===== src/rtl/rv32m_mdu_pkg.sv =====
// rtl/rv32m_mdu_pkg.sv - shared types, constants and sign helpers for the RV32M multiply/divide unit
package mdu_pkg;

  typedef enum logic [2:0] {
    OP_MUL    = 3'b000,
    OP_MULH   = 3'b001,
    OP_MULHSU = 3'b010,
    OP_MULHU  = 3'b011,
    OP_DIV    = 3'b100,
    OP_DIVU   = 3'b101,
    OP_REM    = 3'b110,
    OP_REMU   = 3'b111
  } mdu_op_t;

  typedef enum logic [1:0] {
    IDLE = 2'd0,
    CALC = 2'd1,
    FIX  = 2'd2,
    DONE = 2'd3
  } mdu_state_t;

  localparam logic [31:0] DIV0_QUOT = 32'hFFFF_FFFF;
  localparam logic [31:0] INT_MIN   = 32'h8000_0000;

  // Used both to take magnitudes on capture and to restore signs in FIX.
  function automatic logic [31:0] cond_neg32(input logic [31:0] x, input logic neg);
    return neg ? (~x + 32'd1) : x;
  endfunction

  function automatic logic [63:0] cond_neg64(input logic [63:0] x, input logic neg);
    return neg ? (~x + 64'd1) : x;
  endfunction

endpackage


===== src/rtl/rv32m_mdu_if.sv =====
// rtl/rv32m_mdu_if.sv - request/response bundle between the control unit and the multiply/divide unit
interface rv32m_mdu_if #(
  parameter int XLEN = 32
);
  logic            start;
  logic [2:0]      funct3;
  logic [XLEN-1:0] srcA;
  logic [XLEN-1:0] srcB;
  logic            busy;
  logic            done;
  logic [XLEN-1:0] result;

  modport master (
    output start, funct3, srcA, srcB,
    input  busy, done, result
  );

  modport slave (
    input  start, funct3, srcA, srcB,
    output busy, done, result
  );
endinterface


===== src/rtl/rv32m_mdu.sv =====
// rtl/rv32m_mdu.sv - iterative radix-2 RV32M multiply/divide unit, one bit per clock
module rv32m_mdu #(
  parameter int XLEN = 32
) (
  input logic         CLK,
  input logic         RST,
  rv32m_mdu_if.slave  bus
);
  import mdu_pkg::*;

  mdu_state_t        state_q, state_d;
  mdu_op_t           op_q, op_d;
  logic [4:0]        cnt_q, cnt_d;
  logic [2*XLEN-1:0] acc_q, acc_d;
  logic [XLEN:0]     rem_q, rem_d;
  logic [XLEN-1:0]   opb_q, opb_d;
  logic              sgn_pq_q, sgn_pq_d;
  logic              sgn_r_q, sgn_r_d;
  logic [XLEN-1:0]   result_q, result_d;

  mdu_op_t         op_in;
  logic            accept, special, div0, ovf, a_sgn_en, b_sgn_en, sa, sb;
  logic [XLEN-1:0] mag_a, mag_b;
  logic [XLEN:0]   mul_sum;
  logic [XLEN+1:0] div_shift, div_diff;
  logic [2*XLEN-1:0] prod;

  assign op_in    = mdu_op_t'(bus.funct3);
  assign accept   = bus.start && (state_q == IDLE || state_q == DONE);
  assign a_sgn_en = op_in inside {OP_MULH, OP_MULHSU, OP_DIV, OP_REM};
  assign b_sgn_en = op_in inside {OP_MULH, OP_DIV, OP_REM};
  assign sa       = bus.srcA[XLEN-1] & a_sgn_en;
  assign sb       = bus.srcB[XLEN-1] & b_sgn_en;
  assign mag_a    = cond_neg32(bus.srcA, sa);
  assign mag_b    = cond_neg32(bus.srcB, sb);
  assign div0     = bus.funct3[2] && (bus.srcB == '0);
  assign ovf      = (op_in == OP_DIV || op_in == OP_REM) &&
                    (bus.srcA == INT_MIN) && (bus.srcB == DIV0_QUOT);
  assign special  = div0 | ovf;

  // Multiply: add multiplicand into the upper half when the current multiplier bit is set, then shift right.
  assign mul_sum   = {1'b0, acc_q[2*XLEN-1:XLEN]} + (acc_q[0] ? {1'b0, opb_q} : '0);
  // Divide: acc low word shifts dividend bits out and quotient bits in; borrow bit decides restore.
  assign div_shift = {rem_q, acc_q[XLEN-1]};
  assign div_diff  = div_shift - {2'b00, opb_q};
  assign prod      = cond_neg64(acc_q, sgn_pq_q);

  always_ff @(posedge CLK or posedge RST) begin
    if (RST) begin
      state_q <= IDLE;
    end else begin
      state_q <= state_d;
    end
  end

  always_comb begin
    state_d = state_q;
    case (state_q)
      IDLE, DONE: begin
        if (accept) state_d = special ? DONE : CALC;
        else        state_d = IDLE;
      end
      CALC:    state_d = (cnt_q == 5'd0) ? FIX : CALC;
      FIX:     state_d = DONE;
      default: state_d = IDLE;
    endcase
  end

  always_comb begin
    bus.busy = (state_q == CALC) || (state_q == FIX);
    bus.done = (state_q == DONE);
  end

  assign bus.result = result_q;

  always_comb begin
    op_d     = op_q;
    cnt_d    = cnt_q;
    acc_d    = acc_q;
    rem_d    = rem_q;
    opb_d    = opb_q;
    sgn_pq_d = sgn_pq_q;
    sgn_r_d  = sgn_r_q;
    result_d = result_q;
    if (accept) begin
      op_d     = op_in;
      cnt_d    = 5'd31;
      sgn_pq_d = sa ^ sb;
      sgn_r_d  = sa;
      rem_d    = '0;
      if (bus.funct3[2]) begin
        acc_d = {{XLEN{1'b0}}, mag_a};
        opb_d = mag_b;
      end else begin
        acc_d = {{XLEN{1'b0}}, mag_b};
        opb_d = mag_a;
      end
      if (div0) begin
        result_d = bus.funct3[1] ? bus.srcA : DIV0_QUOT;
      end else if (ovf) begin
        result_d = bus.funct3[1] ? '0 : INT_MIN;
      end
    end else if (state_q == CALC) begin
      cnt_d = cnt_q - 5'd1;
      if (op_q[2]) begin
        rem_d = div_diff[XLEN+1] ? div_shift[XLEN:0] : div_diff[XLEN:0];
        acc_d = {acc_q[2*XLEN-1:XLEN], acc_q[XLEN-2:0], ~div_diff[XLEN+1]};
      end else begin
        acc_d = {mul_sum, acc_q[XLEN-1:1]};
      end
    end else if (state_q == FIX) begin
      case (op_q)
        OP_MUL:                      result_d = acc_q[XLEN-1:0];
        OP_MULH, OP_MULHSU, OP_MULHU: result_d = prod[2*XLEN-1:XLEN];
        OP_DIV, OP_DIVU:             result_d = cond_neg32(acc_q[XLEN-1:0], sgn_pq_q);
        default:                     result_d = cond_neg32(rem_q[XLEN-1:0], sgn_r_q);
      endcase
    end
  end

  always_ff @(posedge CLK or posedge RST) begin
    if (RST) begin
      op_q     <= OP_MUL;
      cnt_q    <= '0;
      acc_q    <= '0;
      rem_q    <= '0;
      opb_q    <= '0;
      sgn_pq_q <= 1'b0;
      sgn_r_q  <= 1'b0;
      result_q <= '0;
    end else begin
      op_q     <= op_d;
      cnt_q    <= cnt_d;
      acc_q    <= acc_d;
      rem_q    <= rem_d;
      opb_q    <= opb_d;
      sgn_pq_q <= sgn_pq_d;
      sgn_r_q  <= sgn_r_d;
      result_q <= result_d;
    end
  end

endmodule


===== src/flat_wrapper.sv =====
// flat-port wrapper written by rule: the top's interface ports become plain ports
module rv32m_mdu_flat import mdu_pkg::*;
#(
  parameter int XLEN = 32
)
  (CLK, RST, bus_start, bus_funct3, bus_srcA, bus_srcB, bus_busy, bus_done, bus_result);
  rv32m_mdu_if #(.XLEN(XLEN)) bus_i ();
  input logic CLK;
  input logic RST;
  input wire logic [$bits(bus_i.start)-1:0] bus_start;
  input wire logic [$bits(bus_i.funct3)-1:0] bus_funct3;
  input wire logic [$bits(bus_i.srcA)-1:0] bus_srcA;
  input wire logic [$bits(bus_i.srcB)-1:0] bus_srcB;
  output wire logic [$bits(bus_i.busy)-1:0] bus_busy;
  output wire logic [$bits(bus_i.done)-1:0] bus_done;
  output wire logic [$bits(bus_i.result)-1:0] bus_result;
  assign bus_i.start = bus_start;
  assign bus_i.funct3 = bus_funct3;
  assign bus_i.srcA = bus_srcA;
  assign bus_i.srcB = bus_srcB;
  assign bus_busy = bus_i.busy;
  assign bus_done = bus_i.done;
  assign bus_result = bus_i.result;
  rv32m_mdu #(.XLEN(XLEN)) u_core (.CLK(CLK), .RST(RST), .bus(bus_i));
endmodule

===== config.mk =====
export PLATFORM = sky130hd
export DESIGN_NAME = rv32m_mdu_flat
export DESIGN_NICKNAME = d
export VERILOG_FILES = /design/src/rtl/rv32m_mdu_pkg.sv /design/src/rtl/rv32m_mdu_if.sv /design/src/rtl/rv32m_mdu.sv /design/src/flat_wrapper.sv
export SDC_FILE = /design/constraint.sdc
export NUM_CORES = 1
export LEC_CHECK = 0
export CAP_MARGIN = 20
export CORE_ASPECT_RATIO = 0.9
export CORE_MARGIN = 2
export CORE_UTILIZATION = 30
export DETAILED_ROUTE_END_ITERATION = 10
export PLACE_DENSITY_LB_ADDON = 0.2
export SYNTH_ARGS = -nofsm -noshare
export SYNTH_HDL_FRONTEND = slang
export SYNTH_SLANG_ARGS = --single-unit

===== constraint.sdc =====
create_clock -name CLK -period 15.7 [get_ports CLK]
set_input_delay 3.14 -clock CLK [delete_from_list [all_inputs] [get_ports CLK]]
set_output_delay 3.14 -clock CLK [all_outputs]
set_load 0.02 [all_outputs]

; Word-level counts from Yosys, hierarchy flattened
; Index checks and enable logic that the tools add are counted.
[word_totals]
wordCells = 96
register_bits = 173
[classes]
reduce_logical = 22
eq_ne = 17
bitwise_logic = 10
muxes = 29
add_sub_neg = 8
[ops]
columns = operator, count
row1 = 32-bit 2-to-1 mux, 14
row2 = 64-bit 2-to-1 mux, 4
row3 = 33-bit 2-to-1 mux, 4
row4 = "32-bit by 1-bit adder with 32-bit output, second input constant", 4
row5 = 32-bit NOT, 4
row6 = 32-bit case mux with 3 select lines, 1
row7 = "64-bit by 1-bit adder with 64-bit output, second input constant", 1
row8 = "32-bit equality test, second input constant", 2
row9 = 64-bit NOT, 1
row10 = 34-bit by 32-bit subtractor with 34-bit output, 1
row11 = 32-bit by 33-bit adder with 33-bit output, 1
row12 = 32-bit logical NOT, 1
row13 = "3-bit equality test, second input constant", 4
row14 = 5-bit 2-to-1 mux, 2
row15 = "3-bit by 2-bit equality test with 1-bit output, second input constant", 3
row16 = "3-bit by 1-bit equality test with 1-bit output, second input constant", 2
row17 = 2-bit 2-to-1 mux, 3
row18 = 2-bit case mux with 3 select lines, 1
row19 = 2-bit nonzero test, 3
row20 = 5-bit logical NOT, 1
row21 = "5-bit by 1-bit subtractor with 5-bit output, second input constant", 1
row22 = "2-bit equality test, second input constant", 2
row23 = 1-bit logical AND, 4
row24 = 2-bit AND reduction, 2
row25 = other kinds (16), 20

; Logic depth before layout (Yosys ltp)
; Gate-level depths: netlist of the first run.
[logic_depth]
depth_word = 8
depth_mapped = 14

; Least setup slack after synthesis of the first run
; No wires, ideal clock.
[synth_timing]
path_kind = input -> register
start = input port bus_srcB[0]
end = register u_core.result_q[24], in the netlist u_core.bus.result[24]
path_stages = 12
t_arrival_ns = 5.612
required_ns = 15.584
setup_slack_ns = 9.972
setup_time_ns = 0.116
cell_sequence = inv_1 > ha_1 > or4b_2 > nor3_1 > and2_1 > nand2_1 > nor4b_2 > or2_2 > buf_2 > clkbuf_1 > o221ai_1 > o311ai_0
[synth_via]
elab_chain_cells = 4
elab_cells_between_ends = 8
cone_classes = eq/ne: 2 / mux: 2 / reduce/logical: 4
[synth_rtl]
columns = item, line
row1 = "start, declared", flat_wrapper.sv:13  ; input wire logic [$bits(bus_i.srcB)-1:0] bus_srcB;
row2 = 32-bit equality test or 32-bit logical NOT (tied branches), "rv32m_mdu.sv:38, rv32m_mdu.sv:36"
row3 = "1-bit logical AND, on equally long branches", "rv32m_mdu.sv:38, rv32m_mdu.sv:36"
row4 = 3-bit != test (no source line) or 32-bit 2-to-1 mux (tied branches), -
row5 = 3-bit AND reduction (no source line) or 32-bit 2-to-1 mux (tied branches), -
row6 = "end signal, assigned", rv32m_mdu.sv:139  ; result_q <= result_d;
row7 = "end, declared", rv32m_mdu.sv:19  ; logic [XLEN-1:0] result_q, result_d;
; Parallel ways exist; a longest one is shown, timed or not.
; A chain may end at the register's enable or synchronous reset.

; Final worst setup path of the first run
[layout_timing]
start = input port bus_srcB[0]
end = register u_core.result_q[20], in the netlist u_core.bus.result[20]
; Same word-level chain as after synthesis.

==> impl_metrics.yaml, run 1 <==
finish:
  n_fill_cell: 5487
  regArea_sq_mm: 0.004332
  areaGrowthSynthToFinish_pct: 13.68
  final_core_util_pct: 34.69
  drive_gt1_share_pct: 4.825
  design_area_sq_mm: 0.01800
  fin_cells: 2805
  multiInputGateArea_sq_mm: 0.01074
  finalNetCount: 2246
timing:
  fin_worst_skew_ns: 0.02490
  setup_tns_ns: 0
  fmax_ghz: 0.1555
  final.min_clock_period_ns: 6.430
  finalCritPeriodShare_pct: 40.96
  max-slew-margin-rel_pct: 23.44
  rsz0062_at_grt: "false"
  setup_viol: 0
  final-hold-violation-count: 0
  worst_pin_slew_ns: 1.144
  drv_slew: 0
critical_path:
  crit_fanout: 30
  critPathKind: "primary input to flop"
  crit_required_ns: 16.08
  worstPathArrival_ns: 6.81
  cp-end-kind: "flop"
  reg2reg_depth: 12
  r2r_setup_slack_ns: 10.81
  r2r-end: "u_core.bus.result[14]$_DFFE_PP0P_"
  cp-start-kind: "primary input"
  r2r-start: "u_core.acc_q[0]$_DFFE_PP0P_"
placement:
  io_buffers: 103
  dp_hpwl_mm: 50.24
  place.gp.congestion: 0.9136
  placedInstanceArea_sq_mm: 0.01742
  post-place-cells: 2769
floorplanning:
  pin_count: 104
  die_h_um: 222.0
  rows: 79
  dieArea_sq_mm: 0.05464
  die_w_um: 246.2
  start_util_pct: 30.52
  coreArea_sq_mm: 0.05189
global_routing:
  gr-total-overflow: 0
  grt_max_degree: 85
  grt_pass1_wl_mm: 95.63
  antenna_found_initial: 4
  grt_pass1_vias: 14671
  grt_usage_pct: 23.30
yosys:
  syn-instance-count: 2088
  synth-compound-area-share_pct: 27.99
  synth_edf_count: 0
  netlist_area_sq_mm: 0.01584
  synth_fp_nets: 2233
  synth_ff_type: "dfrtp_1"
  muxShareOfSynthArea_pct: 4.377
  syn_avg_cell_area_sq_um: 7.585
  async_flop_share_pct: 100.0
  ys_ff_latch: 173
  synth_top_family_by_area: "compound AO/OA/AOI/OAI gates"
  seq_area_frac_synth_pct: 27.34
  ys_warn_count: 0
  synth_xor_area_share_pct: 9.513
  ys_types: 73
  synth_simple_gate_area_share_pct: 19.67
  synth_adder_area_share_pct: 6.020
run:
  max-cap-violations: 0
clock_network:
  clk_pin_slew_ns: 0.08
  cts_root_buffer: "clkbuf_16"
  cts_hold_buf: 0
  clock-sinks: 173
  htreeDepth: 4
  cts_resized: 0
  insertion_delay_ns: 0.49
  cts_buffer_depth: 2
  cts_tree: "yes"
  post_cts_buffers: 0
  numCtsBuffers: 17
detailed_routing:
  drtPass1Iterations: 5
  dr_total_vias: 15964
  vias_per_cell: 5.691
  drc: 0
  wl_mm: 64.17
  drt_iter0_drc: 1449
  wl_per_cell_um: 22.88
  ant_nets: 0
hold_path:
  hp-start: "u_core.bus.result[19]$_DFFE_PP0P_"
  hold_path_class: "flop to flop"
  hold_depth: 2
  min_to: "u_core.bus.result[19]$_DFFE_PP0P_"
power:
  power.total_mw: 3.072
  ir_drop_uv: 105.1
  powerDensity_mw_per_mm2: 170.7
  leakage_nw: 7.372
outcome:
  outcome: "finished clean"
[power by group]
part / internal, mW / total, mW / leakage [nW] / switching, mW
combinational: 0.623 / 1.82 / 4.85 / 1.20
sequential: 0.572 / 0.812 / 2.25 / 0.239
clock: 0.210 / 0.439 / 0.272 / 0.229
total: 1.41 / 3.07 / 7.37 / 1.67
[how the worst max path moves through the flow]
stage,from,to,cells past startpoint
detailed placement,bus_srcB[0],u_core.bus.result[24]$_DFFE_PP0P_,11
global placement,bus_srcB[0],u_core.bus.result[24]$_DFFE_PP0P_,11
finish,bus_srcB[0],u_core.bus.result[20]$_DFFE_PP0P_,11
global route,bus_srcB[0],u_core.bus.result[24]$_DFFE_PP0P_,11
CTS,bus_srcB[0],u_core.bus.result[24]$_DFFE_PP0P_,11
floorplan,RST,u_core.acc_q[0]$_DFFE_PP0P_,1
[synthesized netlist by cell type (all sizes together) (48+ instances only)]
| cell type | n | share of area [%] |
|---|---|---|
| nand2 | 287 | 6.8 |
| o21ai | 285 | 9.0 |
| dfrtp | 173 | 27 |
| a21oi | 165 | 5.2 |
| nor2 | 162 | 3.8 |
| clkbuf | 112 | 2.7 |
| xnor2 | 89 | 4.9 |
| xor2 | 83 | 4.6 |
| inv | 76 | 1.8 |
| ha | 73 | 5.8 |
| mux2i | 67 | 4.2 |
| o211ai | 48 | 2.3 |
[cells in the final DEF, fill, tap and decap left out, types with 8 or more instances in the layout]
cell type | netlist | layout
or2_2 | 13 | 13
nor3_1 | 34 | 33
nand4_1 | 16 | 16
a211oi_1 | 19 | 19
a31oi_1 | 11 | 11
a21oi_1 | 165 | 164
xor2_1 | 83 | 83
o41ai_1 | 14 | 14
o211ai_1 | 48 | 48
xnor2_1 | 89 | 88
or4_1 | 15 | 15
nor2b_1 | 11 | 10
nand2b_1 | 17 | 17
nor2_1 | 162 | 160
clkbuf_16 | 0 | 17
buf_4 | 0 | 22
and2_1 | 9 | 8
nand3_1 | 26 | 26
o221ai_1 | 11 | 11
mux2i_1 | 67 | 67
clkdlybuf4s50_1 | 0 | 102
or3_1 | 25 | 25
a221oi_1 | 10 | 10
o31a_1 | 8 | 8
nor4_1 | 19 | 19
nand2_1 | 287 | 286
ha_1 | 73 | 72
inv_1 | 76 | 75
a21o_1 | 34 | 34
o21ai_0 | 278 | 278
a22o_1 | 8 | 8
dfrtp_1 | 173 | 171
o31ai_1 | 34 | 34
[sequential cells by signal, indices dropped and copies added, names as in the netlist]
signal and cells:
u_core.acc_q 64, u_core.rem_q 33, u_core.bus.result 32, u_core.opb_q 32, u_core.cnt_q 5, u_core.op_q 3
u_core.state_q 2, u_core.sgn_pq_q 1, u_core.sgn_r_q 1
[metal layers]
metal / wire, um / part of all wire [%] / vias to the layer above / GRT usage (%)
li1: - / - / 7582 / -
met1: 29580 / 46 / 7746 / 32.98
met2: 27120 / 42 / 550 / 33.63
met3: 5547 / 8.6 / 82 / 6.560
met4: 1808 / 2.8 / 4 / 7.644
met5: 113 / 0.18 / - / 1.426
[cell type report]
class,instances,area share (%)
multi-input cells,1706,59.63
flip-flops and latches,173,24.06
repair buffers,126,6.700
well taps,688,4.782
clock buffers,17,2.363
inverters,77,1.633
clock inverters,15,0.7854
diodes,3,0.04170
[stage by stage]
| stage | worst slack, ns | hold slack (ns) |
|---|---|---|
| finish | 9.270 | 0.4882 |
| detailed placement | 8.756 | 0.4712 |
| floorplan | 7.872 | 0.4498 |
| CTS | 9.282 | 0.4889 |
| global placement | 8.916 | 0.4682 |
| global route | 9.031 | 0.5103 |
[cells by family after synthesis]
| group | after synthesis |
|---|---|
| AO/OA/AOI/OAI | 720 |
| AND/OR/NAND/NOR | 670 |
| buffers and inverters | 209 |
| flip-flops | 173 |
| XOR/XNOR | 172 |
| adder cells (fa/ha/maj) | 75 |
| multiplexers | 69 |
[worst max-delay path, stage by stage]
cell	delay, ns
clkdlybuf4s50_1	0.50
inv_1	0.10
ha_1	0.18
or4b_2	0.69
nor3_1	0.28
and2_1	0.26
nand2_1	0.09
nor4b_2	0.49
or2_2	0.52
nand2_1	0.19
o311ai_0	0.35
(Power assumes the default switching activity.)
==> inputs of run 2 (changes only) <==
==> constraint.sdc (replaced) <==
create_clock -name CLK -period 5.2 [get_ports CLK]
set_input_delay 1.04 -clock CLK [delete_from_list [all_inputs] [get_ports CLK]]
set_output_delay 1.04 -clock CLK [all_outputs]
set_load 0.02 [all_outputs]
==> run 2 against run 1 <==
Compared with the run above:
- clock power grew to 3.1 times the previous value
- critical path depth stayed put
- flip-flop and latch count stayed put
- die area stayed put
- cell count is 0.32% higher
- global-route usage hardly changed
- sequential power grew to 3.1 times the previous value
- register-to-register slack worse by 10 ns
- combinational power grew to 3.0 times the previous value
- critical endpoint is now u_core.bus.result[24]$_DFFE_PP0P_
==> impl_metrics.yaml, run 2 (same netlist as run 1, synthesis figures left out) <==
critical_path:
  crit_path_frequent_cell: "nand2_1"
  crit_required_ns: 5.57
  worst-path-buf-inv: 2
  slowest_delay_ns: 0.67
  critPathKind: "primary input to flop"
  worstPathArrival_ns: 4.83
  cp-end-kind: "flop"
  path_delay_family: "simple AND/OR/NAND/NOR gates"
  worstPathCellList: "clkdlybuf4s50_1 -> inv_1 -> ha_1 -> or4b_2 -> nor3_1 -> and2_1 -> nand2_1 -> nor4b_2 -> or2_2 -> nand2_1 -> o311ai_0"
  cp-start-kind: "primary input"
  crit_slowest_cell: "or4b_2"
  crit_fanout: 30
floorplanning:
  pin_count: 104
  dieArea_sq_mm: 0.05464
  rows: 79
  start_util_pct: 30.52
  coreArea_sq_mm: 0.05189
  die_h_um: 222.0
  die_w_um: 246.2
timing:
  max-slew-margin-rel_pct: 34.22
  worst_slack_ns: 0.7426
  final-hold-violation-count: 0
  fin_worst_skew_ns: 0.02163
  fmax_ghz: 0.2243
  setup_viol: 0
  rsz0062_at_grt: "false"
  setup_tns_ns: 0
  finalCritPeriodShare_pct: 85.72
  drv_slew: 0
  worst_pin_slew_ns: 0.9819
  final.min_clock_period_ns: 4.457
placement:
  dp_slack_ns: 0.3044
  placedInstanceArea_sq_mm: 0.01753
  io_buffers: 103
  dp_hpwl_mm: 50.78
  place.gp.congestion: 0.9466
clock_network:
  post_cts_buffers: 0
  numCtsBuffers: 17
  htreeDepth: 4
  cts_root_buffer: "clkbuf_16"
  insertion_delay_ns: 0.48
  cts_buffer_depth: 2
  clk_pin_slew_ns: 0.08
  cts_hold_buf: 0
  cts_resized: 0
  clock-sinks: 173
  cts_tree: "yes"
finish:
  drive_gt1_share_pct: 5.273
  reg_top3: "u_core.acc_q: 64 flops, u_core.rem_q: 33 flops"
  final_common_cell: "nand2_1"
  final_cell_mix: "nand2_1 (286), o21ai_0 (278), dfrtp_1 (171), a21oi_1 (164), nor2_1 (160)"
  top_register: "u_core.acc_q"
  design_area_sq_mm: 0.01813
  largest_reg_flops: 64
  areaGrowthSynthToFinish_pct: 14.50
  n_fill_cell: 5482
  finalNetCount: 2256
global_routing:
  grt_pass1_vias: 14579
  gr-total-overflow: 0
  antenna_found_initial: 2
  grt_usage_pct: 23.31
  grt_pass1_wl_mm: 95.67
  grt_max_degree: 115
detailed_routing:
  dr_total_vias: 16000
  wl_mm: 64.84
  vias_per_cell: 5.686
  ant_nets: 0
  drtPass1Iterations: 5
  wl_per_cell_um: 23.04
  drc: 0
  drt_iter0_drc: 1663
power:
  power.total_mw: 9.385
  ir_drop_uv: 317.4
  leakage_nw: 7.451
  powerDensity_mw_per_mm2: 517.6
outcome:
  outcome: "finished clean"
hold_path:
  hold_path_class: "flop to flop"
run:
  max-cap-violations: 0
-- run 2: final timing paths --
| path | start | endpoint | slack, ns | depth (start not counted) |
|---|---|---|---|---|
| max in group asynchronous | RST | u_core.opb_q[28]$_DFFE_PP0P_ | 3.49 | 3 |
| worst max-delay path | bus_srcB[0] | u_core.bus.result[24]$_DFFE_PP0P_ | 0.74 | 11 |
| worst max register to register | u_core.opb_q[8]$_DFFE_PP0P_ | u_core.rem_q[15]$_DFFE_PP0P_ | 0.83 | 13 |
| worst min-delay path | u_core.bus.result[12]$_DFFE_PP0P_ | u_core.bus.result[12]$_DFFE_PP0P_ | 0.48 | 2 |
| worst min register to register | u_core.bus.result[12]$_DFFE_PP0P_ | u_core.bus.result[12]$_DFFE_PP0P_ | 0.48 | 2 |
| min in group asynchronous | RST | u_core.acc_q[42]$_DFFE_PP0P_ | 1.03 | 3 |
-- run 2: stage by stage --
step,util (%),cells,hold slack (ns)
floorplan,-,2088,0.4498
global placement,33.78,2779,0.4703
detailed placement,33.78,2779,0.4763
CTS,34.92,2811,0.4930
global route,34.93,2812,0.5103
finish,34.94,2814,0.4843
-- run 2: final cells by class --
| type | count | area [sq um] | area share, % |
|---|---|---|---|
| Clock buffer | 17 | 425.4 | 2.346 |
| Antenna cell | 2 | 5.005 | 0.02760 |
| Inverter | 77 | 292.8 | 1.615 |
| Timing Repair Buffer | 136 | 1311 | 7.232 |
| Tap cell | 688 | 860.8 | 4.747 |
| Clock inverter | 15 | 168.9 | 0.9315 |
| Multi-Input combinational cell | 1706 | 10740 | 59.21 |
| Sequential cell | 173 | 4332 | 23.89 |
-- run 2: worst min-delay path: cells and delay by family (launching register included) --
kind	cells	cell delay (ns)
AO/OA/AOI/OAI	1	0.06
flip-flops	1	0.35
AND/OR/NAND/NOR	1	0.05
-- run 2: power by group --
| part | switching [mW] | internal (mW) | total (mW) |
|---|---|---|---|
| Clock | 0.677 | 0.687 | 1.36 |
| Sequential | 0.773 | 1.73 | 2.50 |
| Combinational | 3.60 | 1.92 | 5.52 |
-- run 2: routing by layer --
layer | vias up | global-route usage (%) | part of all wire (%)
met5 | - | 0 | 0
met4 | 0 | 6.960 | 2.5
met3 | 64 | 5.241 | 8.2
met2 | 590 | 34.27 | 43
met1 | 7759 | 33.68 | 46
li1 | 7587 | - | -
